## config.mk

```make
export PLATFORM = sky130hd
export DESIGN_NAME = cmd_frame_tx
export DESIGN_NICKNAME = d
export VERILOG_FILES = /design/src/rtl/cmd_frame_tx.sv
export SDC_FILE = /design/constraint.sdc
export NUM_CORES = 1
export LEC_CHECK = 0
export CAP_MARGIN = 20
export CORE_MARGIN = 3
export CORE_UTILIZATION = 33
export CTS_CLUSTER_SIZE = 10
export DETAILED_ROUTE_END_ITERATION = 6
export GPL_ROUTABILITY_DRIVEN = 0
export HOLD_SLACK_MARGIN = 0.06
export PLACE_DENSITY_LB_ADDON = 0.1
export SLEW_MARGIN = 20
export SYNTH_ARGS = -nofsm -noshare
export SYNTH_HDL_FRONTEND = slang
export SYNTH_SLANG_ARGS = --single-unit
```

## constraint.sdc

```tcl
create_clock -name clk -period 5.7 [get_ports clk]
set_clock_uncertainty 0.2 [all_clocks]
set_input_delay 0.855 -clock clk [delete_from_list [all_inputs] [get_ports clk]]
set_output_delay 0.855 -clock clk [all_outputs]
set_load 0.02 [all_outputs]
```

## src/rtl/cmd_frame_tx.sv

```systemverilog
`default_nettype none
// ============================================================================
// Module      : cmd_frame_tx
// Description : SCI command-link frame transmitter. Turns single-cycle
//               RECORD/DAQ request strobes into a 4-byte frame
//               (HEADER0, HEADER1, code, checksum). The frame is sent to the
//               UART transmitter one byte at a time over a valid/ready
//               handshake.
// Revision    : 1.0 - initial release
// ============================================================================
module cmd_frame_tx #(
    parameter logic [7:0] HEADER0 = 8'hEB,
    parameter logic [7:0] HEADER1 = 8'h90
) (
    input  logic       clk,
    input  logic       rst_n,
    input  logic       req_record,
    input  logic       req_daq,
    input  logic       tx_ready,
    output logic       tx_valid,
    output logic [7:0] tx_data,
    output logic       busy,
    output logic       frame_done,
    output logic       drop
);

    typedef enum logic [2:0] {
        IDLE   = 3'd0,
        S_H0   = 3'd1,
        S_H1   = 3'd2,
        S_CODE = 3'd3,
        S_CHK  = 3'd4
    } state_t;

    state_t     state_q;
    state_t     state_d;
    logic [7:0] code_q;
    logic [7:0] code_d;

    // Output registers. Their next values are decoded from the next state,
    // so each output is correct in the same cycle the state changes.
    logic       tx_valid_q;
    logic       tx_valid_d;
    logic [7:0] tx_data_q;
    logic [7:0] tx_data_d;
    logic       busy_q;
    logic       busy_d;
    logic       frame_done_q;
    logic       frame_done_d;
    logic       drop_q;
    logic       drop_d;

    logic       w_any_req;
    logic       w_handshake;

    assign w_any_req   = req_record | req_daq;
    // tx_valid_q is high exactly in the non-IDLE states, so a byte only
    // counts as accepted while a frame is in flight (tx_ready in IDLE is ignored).
    assign w_handshake = tx_valid_q & tx_ready;

    // Next-state, code latch and registered-output decode.
    always_comb begin
        state_d      = state_q;
        code_d       = code_q;
        frame_done_d = 1'b0;
        drop_d       = 1'b0;
        tx_valid_d   = 1'b0;
        tx_data_d    = 8'h00;
        busy_d       = 1'b0;

        case (state_q)
            IDLE: begin
                if (w_any_req) begin
                    // DAQ sets the low nibble and RECORD sets the high
                    // nibble. Both together give 0xFF.
                    code_d  = {{4{req_record}}, {4{req_daq}}};
                    state_d = S_H0;
                end
            end
            S_H0: begin
                if (w_handshake) state_d = S_H1;
            end
            S_H1: begin
                if (w_handshake) state_d = S_CODE;
            end
            S_CODE: begin
                if (w_handshake) state_d = S_CHK;
            end
            S_CHK: begin
                if (w_handshake) begin
                    state_d      = IDLE;
                    frame_done_d = 1'b1;
                end
            end
            default: begin
                state_d = IDLE;
            end
        endcase

        // Requests are not queued. A request that arrives outside IDLE,
        // including one in the final handshake cycle, is discarded and flagged.
        if ((state_q != IDLE) && w_any_req) begin
            drop_d = 1'b1;
        end

        case (state_d)
            S_H0: begin
                tx_valid_d = 1'b1;
                tx_data_d  = HEADER0;
                busy_d     = 1'b1;
            end
            S_H1: begin
                tx_valid_d = 1'b1;
                tx_data_d  = HEADER1;
                busy_d     = 1'b1;
            end
            S_CODE: begin
                tx_valid_d = 1'b1;
                tx_data_d  = code_d;
                busy_d     = 1'b1;
            end
            S_CHK: begin
                tx_valid_d = 1'b1;
                tx_data_d  = HEADER0 ^ HEADER1 ^ code_d;
                busy_d     = 1'b1;
            end
            default: begin
                tx_valid_d = 1'b0;
                tx_data_d  = 8'h00;
                busy_d     = 1'b0;
            end
        endcase
    end

    // State, latched code and output registers. An asynchronous reset
    // aborts any frame in progress immediately.
    always_ff @(posedge clk or negedge rst_n) begin
        if (!rst_n) begin
            state_q      <= IDLE;
            code_q       <= 8'h00;
            tx_valid_q   <= 1'b0;
            tx_data_q    <= 8'h00;
            busy_q       <= 1'b0;
            frame_done_q <= 1'b0;
            drop_q       <= 1'b0;
        end else begin
            state_q      <= state_d;
            code_q       <= code_d;
            tx_valid_q   <= tx_valid_d;
            tx_data_q    <= tx_data_d;
            busy_q       <= busy_d;
            frame_done_q <= frame_done_d;
            drop_q       <= drop_d;
        end
    end

    assign tx_valid   = tx_valid_q;
    assign tx_data    = tx_data_q;
    assign busy       = busy_q;
    assign frame_done = frame_done_q;
    assign drop       = drop_q;

endmodule
`default_nettype wire

```

==> results.sh, run 1 <==
export IMPL_fin_setup_tns_ns=0
export IMPL_syn_nets=97
export IMPL_grt_use_met1_pct=16.2
export IMPL_antenna_found_initial=0
export IMPL_finalCritPeriodShare_pct=44.5
export IMPL_maxCapViolations=0
export IMPL_post_cts_setup_buffers=0
export IMPL_worst_ep_required_time_ns=5.67
export IMPL_crit_fanout=6
export IMPL_drive_above_1_share_pct=6.73
export IMPL_root_buffer="clkbuf_4"
export IMPL_outcome="finished clean"
export IMPL_finalHoldViolCount=0
export IMPL_rr_startpoint="state_q[1]$_DFF_PN0_"
export IMPL_h_tree_depth=1
export IMPL_antenna_cells=0
export IMPL_hpwlAfterDp_mm=1.38
export IMPL_end_kind="flop"
export IMPL_dieArea_um2=3740
export IMPL_startpoint="req_daq"
export IMPL_fp_row_count=19
export IMPL_cts_buffers=3
export IMPL_fmax_mhz=394
export IMPL_p_leak_nw=0.512
export IMPL_syn_area_per_cell_um2=10.9
export IMPL_p_switching_w=0.000295
export IMPL_dr_total_vias=735
export IMPL_worstSkewPairLatency_ns=0.31
export IMPL_synthCells=92
export IMPL_synth_cell_types=30
export IMPL_worst_ep_arrival_time_ns=2.51
export IMPL_grtUsageTotal_pct=12.8
export IMPL_final_nets=111
export IMPL_hold_path_class="in2async"
export IMPL_seq_area_frac_synth_pct=54.8
export IMPL_ios=17
export IMPL_critPathKind="in2reg"
export IMPL_io_buffers=16
export IMPL_switching_share_pct=40.9
export IMPL_cts_tree="done"
export IMPL_combPwrFrac_pct=48.5
export IMPL_slew_headroom_pct=54.8
export IMPL_ff2ff_setup_slack_ns=3.44
export IMPL_grt_max_degree=23
export IMPL_drt_first_pass_iters=3
export IMPL_cts_resized=0
export IMPL_syn_area_um2=1000
export IMPL_fp_dieW_um=61.2
export IMPL_start_util_pct=35.5
export IMPL_synth_edf_count=0
export IMPL_die_y_um=61.2
export IMPL_routed_wl_mm=2.05
export IMPL_core_um2=2830
export IMPL_ys_warnings_count=0
export IMPL_clkPwrFrac_pct=9.8
export IMPL_yosysMostFrequentCell="dfrtp_1"
export IMPL_synth_area_top_cells="dfrtp_1, mux2i_1, o21a_1"
export IMPL_cp_start_kind="input port"
export IMPL_crit_end="tx_data[6]$_DFF_PN0_"
export IMPL_fin_crit_ns=2.54
export IMPL_worstRegToRegCells=4
export IMPL_synthToLayoutAreaGrowth_pct=17.4
export IMPL_grt_busiest_layer="met2"
export IMPL_worst_slew_pin_slew_ns=0.678
export IMPL_antenna_left=0
export IMPL_synth_seq_cells=22
export IMPL_rsz0062_at_grt="no"
export IMPL_async_flop_share_pct=100
export IMPL_yosys_area_top_type="dfrtp_1"
export IMPL_p_total_w=0.000722
export IMPL_grt_pass1_wl_mm=3.48
export IMPL_synth_top_cell_area_share_pct=54.8
export IMPL_seqPwrFrac_pct=41.7
export IMPL_gr_usage_met3_pct=3.77
export IMPL_synth_top_cells_by_count="dfrtp_1, nand2_1, mux2i_1, o21a_1, o21ai_1"
export IMPL_viasPerCell=5.44
export IMPL_clk_path_buf_depth=2
export IMPL_drt_iter0_drc=9
export IMPL_grt_overflow_total=0
export IMPL_reg2reg_to="tx_data[6]$_DFF_PN0_"
export IMPL_internal_power_w=0.000426
export IMPL_final_max_slew_viol_count=0
export IMPL_ir_drop_mv=0.216
export IMPL_grt_pass1_vias=729
export IMPL_wire_per_inst_um=15.2
export IMPL_use_met2_pct=21.5
export IMPL_path_clk_slew_ns=0.13
export IMPL_synth_main_ff_cell="dfrtp_1"
export IMPL_clock_sinks=22
export IMPL_cts_hold_buf=0
export IMPL_cellPowerDensity_nw_per_um2=612
export IMPL_setup_viol_count_final=0
export IMPL_drc=0
-- registers in the layout, summed over array words and instances, names as in the netlist --
register / flops
code_q: 8
busy: 1
state_q: 3
tx_data: 8
frame_done: 1
drop: 1
-- layout make-up --
class | instances | area [µm²]
flip-flops and latches | 22 | 551
inverters | 4 | 15.0
multi-input cells | 59 | 398
repair buffers | 16 | 155
fillers | 276 | 1650
clock buffers | 3 | 22.5
well taps | 31 | 38.8
-- routing by layer --
metal / vias to the layer above / wire length (µm)
met5: - / 0
met1: 368 / 986
li1: 353 / -
met3: 2 / 72
met4: 0 / 22
met2: 12 / 966
-- through the flow --
stage / hold slack, ns / area, µm² / setup WS, ns / util, % / instances
2_1_floorplan: 0.240 / 1000 / 3.54 / - / 92
3_3_place_gp: 0.260 / 1160 / 2.87 / 41.1 / 132
3_5_place_dp: 0.261 / 1160 / 2.83 / 41.1 / 132
4_1_cts: 0.292 / 1180 / 3.17 / 41.9 / 135
5_1_grt: 0.317 / 1180 / 3.09 / 41.7 / 135
6_report: 0.286 / 1180 / 3.16 / 41.7 / 135
-- critical path, cell delays in order --
cell	delay [ns]
clkdlybuf4s50_1	0.54
or4b_1	0.60
a21boi_2	0.23
mux2i_1	0.20
o21ai_1	0.08
-- power by group through the flow --
stage                     clock network, W  registers [W]  logic, W
after global placement                   0       0.000304  0.000353
after global routing             0.0000801       0.000314  0.000389
after detailed placement                 0       0.000306  0.000354
after CTS                        0.0000739       0.000303  0.000355
after floorplan                          0       0.000308  0.000240
final                            0.0000706       0.000301  0.000350
-- logic make-up after synthesis --
family | synth area share (%)
buffers and inverters | 5.60
multiplexers | 4.98
flip-flops | 54.8
AND/OR/NAND/NOR | 13.0
AO/OA/AOI/OAI | 19.8
adder cells (fa/ha/maj) | 0.996
XOR/XNOR | 0.872
-- cells in the final DEF (no fill, tap or decap), types with 4 or more instances in the layout --
| cell | count |
|---|---|
| a21oi_1 | 4 |
| clkdlybuf4s50_1 | 15 |
| dfrtp_1 | 22 |
| inv_1 | 4 |
| mux2i_1 | 5 |
| nand2_1 | 8 |
| nor2_1 | 4 |
| o21a_1 | 5 |
| o21ai_1 | 5 |
-- worst min path at each step --
stage	start	endpoint	slack (ns)
detailed placement	code_q[2]$_DFF_PN0_	code_q[2]$_DFF_PN0_	0.26
finish	rst_n	frame_done$_DFF_PN0_	0.29
global placement	code_q[2]$_DFF_PN0_	code_q[2]$_DFF_PN0_	0.26
global route	rst_n	busy$_DFF_PN0_	0.32
floorplan	code_q[2]$_DFF_PN0_	code_q[2]$_DFF_PN0_	0.24
CTS	code_q[2]$_DFF_PN0_	code_q[2]$_DFF_PN0_	0.29
No activity file was read; power rests on OpenSTA's default activity.
==> run 2, diff against run 1 <==
clock period = 2.1 ns   (was 5.7 ns; I/O delays follow)
==> run 2 against run 1 <==
Against the previous run:
- clock power grew to 3.2 times the previous value
- sequential power grew to 2.5 times the previous value
- cell count grew 9.6%
- first-iteration DRC count shrank 11%
==> results.sh, run 2 (same netlist as run 1, synthesis figures left out) <==
export IMPL_outcome="finished clean"
export IMPL_dr_total_vias=774
export IMPL_fmax_mhz=510
export IMPL_clkPwrFrac_pct=10.7
export IMPL_cellPowerDensity_nw_per_um2=1640
export IMPL_p_switching_w=0.000830
export IMPL_routed_wl_mm=2.12
export IMPL_combPwrFrac_pct=53.5
export IMPL_grt_overflow_total=0
export IMPL_crit_fanout=10
export IMPL_final_cell_mix="dfrtp_1, clkdlybuf4s50_1, buf_4"
export IMPL_fin_crit_ns=1.96
export IMPL_clk_path_buf_depth=2
export IMPL_met3WireLength_um=53
export IMPL_nFillCells=278
export IMPL_start_util_pct=35.5
export IMPL_drt_first_pass_iters=4
export IMPL_dr_max_layer_used="met4"
export IMPL_grtUsageTotal_pct=13.2
export IMPL_finalCritPeriodShare_pct=93.4
export IMPL_cts_buffers=3
export IMPL_hold_path_class="in2async"
export IMPL_holdWs_ns=0.145
export IMPL_antenna_left=0
export IMPL_worst_slew_pin_slew_ns=0.374
export IMPL_cts_tree="done"
export IMPL_root_buffer="clkbuf_4"
export IMPL_h_tree_depth=1
export IMPL_wire_per_inst_um=14.3
export IMPL_grt_pass1_wl_mm=3.66
export IMPL_ios=17
export IMPL_grt_pass1_vias=775
export IMPL_final_common_cell="dfrtp_1"
export IMPL_drt_iter0_drc=8
export IMPL_maxCapViolations=0
export IMPL_slew_headroom_pct=74.9
export IMPL_fp_row_count=19
export IMPL_clock_sinks=22
export IMPL_synthToLayoutAreaGrowth_pct=28.8
export IMPL_switching_share_pct=39.0
export IMPL_seqPwrFrac_pct=35.7
export IMPL_drc=0
export IMPL_io_buffers=16
export IMPL_end_kind="flop"
export IMPL_p_leak_nw=0.578
export IMPL_cp_start_kind="flop"
export IMPL_fp_dieW_um=61.2
export IMPL_worst_ep_arrival_time_ns=1.95
export IMPL_dieArea_um2=3740
export IMPL_ir_drop_mv=0.502
export IMPL_grt_max_degree=23
export IMPL_antenna_found_initial=0
export IMPL_reg2reg_to="tx_data[5]$_DFF_PN0_"
export IMPL_antenna_cells=0
export IMPL_post_cts_setup_buffers=0
export IMPL_drive_above_1_share_pct=17.9
export IMPL_ff2ff_setup_slack_ns=0.14
export IMPL_hpwlAfterDp_mm=1.54
export IMPL_final_max_slew_viol_count=0
export IMPL_critPathKind="reg2reg"
export IMPL_p_total_w=0.00213
export IMPL_worst_ep_required_time_ns=2.09
export IMPL_path_clk_slew_ns=0.12
export IMPL_met2_length_mm=1.01
export IMPL_setup_viol_count_final=0
export IMPL_worstSkewPairLatency_ns=0.30
export IMPL_core_um2=2830
export IMPL_finalHoldViolCount=0
export IMPL_rr_startpoint="state_q[1]$_DFF_PN0_"
export IMPL_internal_power_w=0.00130
export IMPL_fin_setup_tns_ns=0
export IMPL_die_y_um=61.2
export IMPL_met1Wirelength_mm=1.04
export IMPL_rsz0062_at_grt="no"
export IMPL_viasPerCell=5.23
export IMPL_worstRegToRegCells=4
export IMPL_final_nets=123
## run 2: cell count changes in the layout (fill, tap and decap cells not counted), sizes merged
cell	delta
buf	+11
clkbuf	+1
clkdlybuf4s50	+1
## run 2: worst max-delay path by stage
stage / from / to / slack [ns] / depth (start not counted)
final: state_q[1]$_DFF_PN0_ / tx_data[5]$_DFF_PN0_ / 0.14 / 4
after floorplan: state_q[1]$_DFF_PN0_ / tx_data[0]$_DFF_PN0_ / 0.30 / 5
after detailed placement: req_record / tx_data[0]$_DFF_PN0_ / -0.14 / 5
after CTS: state_q[1]$_DFF_PN0_ / tx_data[5]$_DFF_PN0_ / 0.09 / 4
after global placement: req_daq / tx_data[5]$_DFF_PN0_ / -0.13 / 5
after global routing: state_q[1]$_DFF_PN0_ / tx_data[5]$_DFF_PN0_ / 0.04 / 4
## run 2: stage by stage
stage	std cells	area [µm²]	util [%]	worst slack [ns]
global route	148	1290	45.7	0.0435
floorplan	92	1000	-	0.295
finish	148	1290	45.7	0.139
global placement	144	1250	44.3	-0.130
detailed placement	144	1250	44.3	-0.138
CTS	148	1290	45.6	0.0911
## run 2: layout make-up
type	instances	area [µm²]	area share [%]
multi-input cells	59	402	31.0
flip-flops and latches	22	552	42.6
clock buffers	4	36.3	2.80
repair buffers	28	250	19.3
well taps	31	38.8	3.00
inverters	4	15.0	1.16
## run 2: repair_timing
action,CTS,global route
endpoints found under the hold margin,0,0
endpoints found under the setup margin,0,2
gates resized for setup,0,2
hold buffers,0,0
## run 2: worst max-delay path, stage by stage, from the launching register on
cell	delay [ns]
dfrtp_2	0.51
or4b_1	0.62
a21boi_2	0.23
mux2i_1	0.20
o21ai_1	0.08
## run 2: power groups by stage
| stage | logic [W] | clock network (W) | registers [W] |
|---|---|---|---|
| 2_1_floorplan | 0.000653 | 0 | 0.000837 |
| 3_3_place_gp | 0.00114 | 0 | 0.000763 |
| 3_5_place_dp | 0.00114 | 0 | 0.000770 |
| 4_1_cts | 0.00115 | 0.000245 | 0.000759 |
| 5_1_grt | 0.00127 | 0.000256 | 0.000788 |
| 6_report | 0.00114 | 0.000228 | 0.000760 |
## run 2: per-layer routing
metal	global-route usage [%]	vias up
li1	-	383
met1	18.3	380
met2	20.7	9
met3	1.89	2
met4	5.57	0
met5	0	-
